**src/rtl/trigger_capture.sv**
```systemverilog
// Level/edge trigger with hysteresis, decimation and pre-trigger history.
// A completed capture is read back through a registered, trigger-relative port.
module trigger_capture #(
  parameter int DATA_W       = 12,
  parameter int DEPTH        = 256,
  parameter int PRE_SAMPLES  = 64,
  parameter int DECIM_W      = 16,
  parameter int AUTO_TIMEOUT = 4096
) (
  input  logic                     clk,
  input  logic                     rst,
  input  logic [DATA_W-1:0]        data_input,
  input  logic [DATA_W-1:0]        level,
  input  logic [DATA_W-1:0]        hyst,
  input  logic                     edge_sel,
  input  logic [DECIM_W-1:0]       decim,
  input  logic                     auto_en,
  input  logic                     arm,
  input  logic [$clog2(DEPTH)-1:0] rd_addr,
  output logic [DATA_W-1:0]        rd_data,
  output logic                     busy,
  output logic                     capture_done,
  output logic                     trig_forced,
  output logic [2:0]               trig_state
);

  localparam int AW      = $clog2(DEPTH);
  localparam int CNT_MAX = (AUTO_TIMEOUT > DEPTH) ? AUTO_TIMEOUT : DEPTH;
  localparam int CNT_W   = $clog2(CNT_MAX) + 1;

  localparam logic [CNT_W-1:0] PRE_LAST  = CNT_W'(PRE_SAMPLES - 1);
  localparam logic [CNT_W-1:0] POST_LAST = CNT_W'(DEPTH - PRE_SAMPLES - 2);
  localparam logic [CNT_W-1:0] TO_LAST   = CNT_W'(AUTO_TIMEOUT - 1);
  localparam logic [AW-1:0]    PRE_OFF   = AW'(PRE_SAMPLES);

  typedef enum logic [2:0] {
    S_IDLE  = 3'd0,
    S_PRE   = 3'd1,
    S_ARMED = 3'd2,
    S_POST  = 3'd3,
    S_DONE  = 3'd4
  } state_t;

  state_t              state_q, state_d;
  logic [DECIM_W-1:0]  dcnt_q, dcnt_d;
  logic [CNT_W-1:0]    cnt_q, cnt_d;
  logic [AW-1:0]       wr_ptr_q, wr_ptr_d;
  logic [AW-1:0]       trig_addr_q, trig_addr_d;
  logic                below_q, below_d;
  logic                above_q, above_d;
  logic                forced_q, forced_d;
  logic [DATA_W-1:0]   rd_data_q;

  logic [DATA_W-1:0]   mem [DEPTH];

  logic                tick, we, arm_ok, edge_hit, timeout;
  logic [DATA_W:0]     hi_sum;
  logic [DATA_W-1:0]   lo, hi;
  logic [AW-1:0]       rd_idx;

  // Saturating band edges so level near either rail never wraps.
  assign hi_sum = {1'b0, level} + {1'b0, hyst};
  assign hi     = hi_sum[DATA_W] ? {DATA_W{1'b1}} : hi_sum[DATA_W-1:0];
  assign lo     = (level >= hyst) ? (level - hyst) : '0;

  assign tick     = (dcnt_q == decim);
  assign arm_ok   = arm && ((state_q == S_IDLE) || (state_q == S_DONE));
  assign edge_hit = edge_sel ? (above_q && (data_input <= level))
                             : (below_q && (data_input >= level));
  assign timeout  = auto_en && (cnt_q >= TO_LAST);

  always_comb begin
    state_d     = state_q;
    dcnt_d      = tick ? '0 : dcnt_q + 1'b1;
    cnt_d       = cnt_q;
    wr_ptr_d    = wr_ptr_q;
    trig_addr_d = trig_addr_q;
    below_d     = below_q;
    above_d     = above_q;
    forced_d    = forced_q;
    we          = 1'b0;

    if (arm_ok) begin
      state_d  = S_PRE;
      dcnt_d   = '0;
      cnt_d    = '0;
      wr_ptr_d = '0;
      below_d  = 1'b0;
      above_d  = 1'b0;
      forced_d = 1'b0;
    end else if (tick) begin
      unique case (state_q)
        S_PRE: begin
          we       = 1'b1;
          wr_ptr_d = wr_ptr_q + 1'b1;
          below_d  = below_q | (data_input <= lo);
          above_d  = above_q | (data_input >= hi);
          if (cnt_q == PRE_LAST) begin
            cnt_d   = '0;
            state_d = S_ARMED;
          end else begin
            cnt_d = cnt_q + 1'b1;
          end
        end
        S_ARMED: begin
          we       = 1'b1;
          wr_ptr_d = wr_ptr_q + 1'b1;
          below_d  = below_q | (data_input <= lo);
          above_d  = above_q | (data_input >= hi);
          // A real edge on the timeout tick wins over the forced trigger.
          if (edge_hit) begin
            trig_addr_d = wr_ptr_q;
            below_d     = 1'b0;
            above_d     = 1'b0;
            forced_d    = 1'b0;
            cnt_d       = '0;
            state_d     = S_POST;
          end else if (timeout) begin
            trig_addr_d = wr_ptr_q;
            forced_d    = 1'b1;
            cnt_d       = '0;
            state_d     = S_POST;
          end else if (cnt_q < TO_LAST) begin
            cnt_d = cnt_q + 1'b1;
          end
        end
        S_POST: begin
          we       = 1'b1;
          wr_ptr_d = wr_ptr_q + 1'b1;
          if (cnt_q == POST_LAST) begin
            state_d = S_DONE;
          end else begin
            cnt_d = cnt_q + 1'b1;
          end
        end
        default: ;
      endcase
    end
  end

  always_ff @(posedge clk) begin
    if (rst) begin
      state_q     <= S_IDLE;
      dcnt_q      <= '0;
      cnt_q       <= '0;
      wr_ptr_q    <= '0;
      trig_addr_q <= '0;
      below_q     <= 1'b0;
      above_q     <= 1'b0;
      forced_q    <= 1'b0;
    end else begin
      state_q     <= state_d;
      dcnt_q      <= dcnt_d;
      cnt_q       <= cnt_d;
      wr_ptr_q    <= wr_ptr_d;
      trig_addr_q <= trig_addr_d;
      below_q     <= below_d;
      above_q     <= above_d;
      forced_q    <= forced_d;
    end
  end

  // Capture memory keeps its contents across reset.
  always_ff @(posedge clk) begin
    if (we) mem[wr_ptr_q] <= data_input;
  end

  assign rd_idx = trig_addr_q - PRE_OFF + rd_addr;

  always_ff @(posedge clk) begin
    if (rst) rd_data_q <= '0;
    else     rd_data_q <= mem[rd_idx];
  end

  assign rd_data      = rd_data_q;
  assign busy         = (state_q == S_PRE) || (state_q == S_ARMED) || (state_q == S_POST);
  assign capture_done = (state_q == S_DONE);
  assign trig_forced  = forced_q;
  assign trig_state   = state_q;

endmodule

```
**config.mk**
```make
export PLATFORM = sky130hd
export DESIGN_NAME = trigger_capture
export DESIGN_NICKNAME = d
export VERILOG_FILES = /design/src/rtl/trigger_capture.sv
export SDC_FILE = /design/constraint.sdc
export NUM_CORES = 2
export LEC_CHECK = 0
export ABC_AREA = 0
export CAP_MARGIN = 20
export CELL_PAD_IN_SITES_DETAIL_PLACEMENT = 1
export CELL_PAD_IN_SITES_GLOBAL_PLACEMENT = 2
export CORE_ASPECT_RATIO = 1.25
export CORE_MARGIN = 3
export CORE_UTILIZATION = 39
export CTS_BUF_LIST = sky130_fd_sc_hd__clkbuf_8
export DETAILED_ROUTE_END_ITERATION = 6
export GPL_ROUTABILITY_DRIVEN = 0
export PLACE_DENSITY = 0.67
export SLEW_MARGIN = 25
export SYNTH_ARGS = -nofsm -noshare
export SYNTH_HDL_FRONTEND = slang
export SYNTH_SLANG_ARGS = --single-unit
export TNS_END_PERCENT = 5
```
**constraint.sdc**
```tcl
create_clock -name clk -period 12.4 [get_ports clk]
set_input_delay 3.1 -clock clk [delete_from_list [all_inputs] [get_ports clk]]
set_output_delay 3.1 -clock clk [all_outputs]
set_load 0.01 [all_outputs]
```
## After elaboration in Yosys (flattened, before gate mapping)

Memories as Yosys holds them, arrays and structs flattened. A register that Yosys moved wholly into a read port is not among the register bits.
Cells that the tools add are included.

- Bits of input ports: 65
- Output and inout bits: 18
- Bits in registers: 51
- Logic and storage cells: 94
- Memories kept: 1
- Bits in writable memories: 3072

Memories:

| name | words | width | read ports | clocked after Yosys merged registers in | wr ports | line | RTL |
|---|---|---|---|---|---|---|---|
| mem | 256 | 12 | 1 | 1 | 1 | 54 | `logic [DATA_W-1:0] mem [DEPTH];` |

- Multiplexer cells: 29
- Order comparisons: 7
- Reduce and logical (&&, ||, !) cells: 23
- Bitwise gates (word level): 3
- Eq/ne operators: 15
- Add/sub/neg operators: 7

Operators with widths:

| kind | number |
|---|---|
| two-way mux 13 bit | 5 |
| one-hot mux 13 bit (3 select lines) | 1 |
| greater-or-equal comparator 12 bit | 3 |
| less-or-equal comparator 12 bit | 2 |
| two-way mux 12 bit | 2 |
| adder 16 x 1 -> 16 bit (second input constant) | 1 |
| == test 16 bit | 1 |
| two-way mux 8 bit | 2 |
| adder 12 x 12 -> 13 bit | 1 |
| adder 13 x 1 -> 13 bit (second input constant) | 1 |
| == test 13 x 6 -> 1 bit (second input constant) | 1 |
| == test 13 x 8 -> 1 bit (second input constant) | 1 |
| greater-or-equal comparator 13 x 12 -> 1 bit (second input constant) | 1 |
| less-than comparator 13 x 12 -> 1 bit (second input constant) | 1 |
| two-way mux 1 bit | 12 |
| two-way mux 3 bit | 4 |
| subtractor 12 bit | 1 |
| AND reduction 5 bit | 2 |
| != test 3 bit (second input constant) | 3 |
| one-hot mux 3 bit (3 select lines) | 1 |
| adder 8 x 1 -> 8 bit (second input constant) | 1 |
| adder 8 bit | 1 |
| != test 4 bit (second input constant) | 2 |
| AND reduction 4 bit | 2 |
| other kinds (18) | 32 |

## Depth between registers and ports, before layout

- Word-level depth: 7
- Depth in mapped cells: 20
- Depth with buffers taken out: 20

## Least setup slack after synthesis

OpenSTA, ideal clock, no wires.

- Kind: input -> register
- Start point: in level[0]
- End point: reg below_q
- Setup time: 0.114 ns
- Arrival time: 6.305 ns
- Stages on the path: 19
- Path buffers: 1
- Path slack: 5.981 ns
- Path through: inv_1 -> ha_1 -> fa_1 -> nor2b_1 -> o21ai_0 -> a21boi_0 -> o21ai_0 -> a21oi_1 -> a41oi_1 -> a21oi_1 -> clkbuf_1 -> nand3_1 -> ha_1 -> nand4_1 -> or2_2 -> o221ai_1 -> o21ai_0 -> a21oi_1 -> nor2_1

- Longest elaborated chain between the ends: 6

Ends and longest elaborated chain:

| item | line | RTL |
|---|---|---|
| start, declared | 13 | `input logic [DATA_W-1:0] level,` |
| subtractor 12 bit / greater-or-equal comparator 12 bit (equally long branches) | 64 | `assign lo = (level >= hyst) ? (level - hyst) : '0;` |
| two-way mux 12 bit | 64 |  |
| less-or-equal comparator 12 bit | 96, 108 |  |
| bitwise OR 1 bit | 96, 108 |  |
| two-way mux 1 bit | 111 | `if (edge_hit) begin` |
| one-hot mux 1 bit (2 select lines) (*) | 92 | `unique case (state_q)` |
| end signal, assigned | 157 | `below_q <= below_d;` |
| end, declared | 49 | `logic below_q, below_d;` |

Every way passes the cells marked *; elsewhere a longest branch is shown, timed or not.
A chain may end at the register's enable or synchronous reset.

## Worst setup path after layout

- Start point: in rd_addr[1]
- End point: reg rd_data_q[10] (netlist: rd_data[10]) (read register of mem)

- Longest elaborated chain between the ends: 1

Ends and longest elaborated chain:

| item | line | RTL |
|---|---|---|
| start, declared | 19 | `input logic [$clog2(DEPTH)-1:0] rd_addr,` |
| adder 8 bit | 168 | `assign rd_idx = trig_addr_q - PRE_OFF + rd_addr;` |
| end, declared | 52 | `logic [DATA_W-1:0] rd_data_q;` |

Every way passes these cells.

==> results_dict.tcl <==
set metrics [dict create \
    setup_tns_ns 0 \
    post_cts_buffers 0 \
    avgSynthCellArea_um2 21.1 \
    vdd_ir_drop_max_mv 0.0847 \
    p_leak_nw 43.9 \
    start_util 0.392 \
    synthArstFlopShare 0 \
    drt_pass1_iterations 5 \
    crit_fanout 30 \
    clock_sinks 3135 \
    r2r_cells 13 \
    dp_hpwl_um 230000 \
    worstHoldPathCells 1 \
    synth_area_mm2 0.123 \
    status "finished, final reports clean" \
    grt_pass1_wl_um 519000 \
    grt_pass1_vias 66574 \
    final_nets 6547 \
    area_growth_pct 13.0 \
    htree_levels 5 \
    coreArea_mm2 0.315 \
    syn_nets 6004 \
    die_w_um 509 \
    die_h_um 635 \
    synth_seq_cells 3135 \
    final_area_mm2 0.139 \
    worstPathRequired_ns 13.36 \
    finalCriticalPeriod_ns 7.72 \
    grt_usage 0.226 \
    synth.distinct_cells 78 \
    post-route-period-util 0.622 \
    finClkSkew_ns 0.112 \
    powerDensity_mw_per_mm2 149 \
    start_kind "primary input" \
    dp.cells 10099 \
    yosysTopAreaCell "edfxtp_1" \
    synth-seq-area-share 0.758 \
    worst_pin_slew_ns 1.14 \
    root_buffer "clkbuf_8" \
    hold_violations 0 \
    crit_arrival_ns 8.67 \
    clockBufferDepth 4 \
    vias_per_cell 5.71 \
    antenna_found_initial 24 \
    cts_made_buffers 473 \
    ioPinCount 83 \
    cp-end-kind "flop" \
    timing.fmax_ghz 0.130 \
    layout-drive-gt1-share 0.278 \
    final_cells 10976 \
    slew_headroom 0.237 \
    cts_tree "yes" \
    overflow 0 \
    hp-class "reg -> reg" \
    drv_slew 0 \
    synth.area.top_cells "edfxtp_1 75%, mux4_2 16%, nor2_1 1.1%" \
    grt_max_degree 185 \
    setup.worst_path.class "in -> reg" \
    cts.clk_slew.worst_paths_ns 0.07 \
    drc 0 \
    numPortBuffers 82 \
    drtIter0Drc 6640 \
    synthFlopType "edfxtp_1" \
    p_total_mw 20.8 \
    holdBufCountCts 0 \
    finalSetupViolCount 0 \
    maxCapViolCount 0 \
    clock_latency_ns 1.09 \
    drtAntennaViolNets 0 \
    via_count 62725 \
    routedWlPerCell_um 33.6 \
    syn_inst 5856 \
    drt_wl_total_um 369000 \
    fp-row-count 230 \
    cts_resized 0 \
    grt_setup_unrepaired "false" \
    synth_top_area_share 0.747 \
    yosys_warnings 0 \
    synth-edff-count 3072 \
    postPlaceCellArea_mm2 0.131 \
    die_area_mm2 0.323 \
]
[critical path, cell delays in order]
cell             delay, ns
clkdlybuf4s50_1       0.48
ha_1                  0.35
ha_4                  0.15
inv_1                 0.06
fa_4                  0.94
inv_4                 0.38
buf_4                 0.66
nand2_1               0.82
o22ai_1               0.38
nor3_1                0.09
o31ai_1               0.66
a31oi_1               0.21
a21oi_1               0.23
o2bb2ai_1             0.08
[cell usage after synthesis, types with 8 or more instances]
cell       count
o21ai_0       42
o211ai_1      11
nor2_1       359
nor4_1        14
buf_6         14
edfxtp_1    3072
xor2_1        32
and3_1        15
buf_4         63
buf_1         20
a2111oi_0     10
mux4_2       854
a31oi_1       21
a22oi_1       12
o31ai_1        9
inv_1         53
a311oi_1      22
or3_1         18
o22ai_1       55
a21o_1        16
a32o_1         8
a211o_1        9
nand3_1       63
a211oi_1      33
dfxtp_1       63
buf_2        100
a21oi_1       89
ha_1          80
nand4_1       25
nand2_1      284
mux2i_1       63
and2_1         9
clkbuf_1     119
xnor2_1       24
nor3_1        37
nand2b_1      12
nor2b_1       36
[layout make-up]
cell class / instances / area [µm²]
inverter: 54 / 205
sequential: 3135 / 93500
multi-input combinational: 2351 / 28500
timing repair buffer: 384 / 3380
clock inverter: 372 / 1840
antenna: 16 / 40.0
clock buffer: 488 / 6720
fill: 29213 / 175000
tap: 4176 / 5230
[cells in the final DEF, fill, tap and decap left out, types with 25 or more instances in the layout]
cell type	n
clkinv_2	59
nor2_2	88
edfxtp_1	3072
o22ai_1	55
nor2_1	267
clkdlybuf4s50_1	70
nand4_1	25
nor2b_1	36
nand3_1	59
xor2_1	31
mux4_2	854
buf_4	283
a211oi_1	33
o21ai_0	42
dfxtp_1	63
clkbuf_8	489
nand2_1	272
clkinv_1	137
ha_1	78
nor3_1	37
mux2i_1	61
a21oi_1	89
inv_1	197
[flip-flops by register name (all words and copies together) (netlist names), 3 cells and up]
name / count
trig_addr_q: 8
cnt_q: 13
dcnt_q: 16
trig_state: 3
wr_ptr_q: 8
mem: 3072
rd_data: 12
[worst paths after layout]
kind / startpoint / endpoint / slack [ns]
min reg2reg: dcnt_q[0] / dcnt_q[0] / 0.49
max: rd_addr[1] / rd_data[10] / 4.68
max reg2reg: trig_addr_q[1] / rd_data[10] / 6.92
min: dcnt_q[0] / dcnt_q[0] / 0.49
[per-layer routing]
layer,wire (µm),global-route usage,vias up,part of all wire
met5,40,0,-,0.00011
met4,15100,0.0864,6,0.041
met3,23800,0.0365,601,0.064
met2,187000,0.383,2430,0.51
met1,143000,0.293,34159,0.39
li1,-,-,25529,-
[metrics by stage]
step	setup slack, ns	hold slack (ns)	utilization
floorplan	5.98	0.437	-
global placement	3.01	0.455	0.416
detailed placement	3.70	0.486	0.416
CTS	4.86	0.501	0.443
global route	4.75	0.511	0.443
finish	4.68	0.492	0.443
[power by group]
part / switching (mW) / internal (mW) / total (mW)
registers: 0.0206 / 11.6 / 11.7
clock network: 4.06 / 3.82 / 7.88
logic: 0.794 / 0.427 / 1.22
total: 4.88 / 15.9 / 20.8
[logic make-up (layout without fill, tap and decap cells)]
| family | after synthesis | count (layout) | share of synthesized area |
|---|---|---|---|
| AND/OR/NAND/NOR | 892 | 892 | 0.0314 |
| buffers and inverters | 370 | 1298 | 0.0150 |
| multiplexers | 918 | 918 | 0.161 |
| adder cells (fa/ha/maj) | 83 | 83 | 0.00860 |
| other | 0 | 16 | 0 |
| XOR/XNOR | 57 | 57 | 0.00411 |
| flip-flops | 3135 | 3135 | 0.758 |
| AO/OA/AOI/OAI | 401 | 401 | 0.0222 |
(Power assumes the default switching activity.)
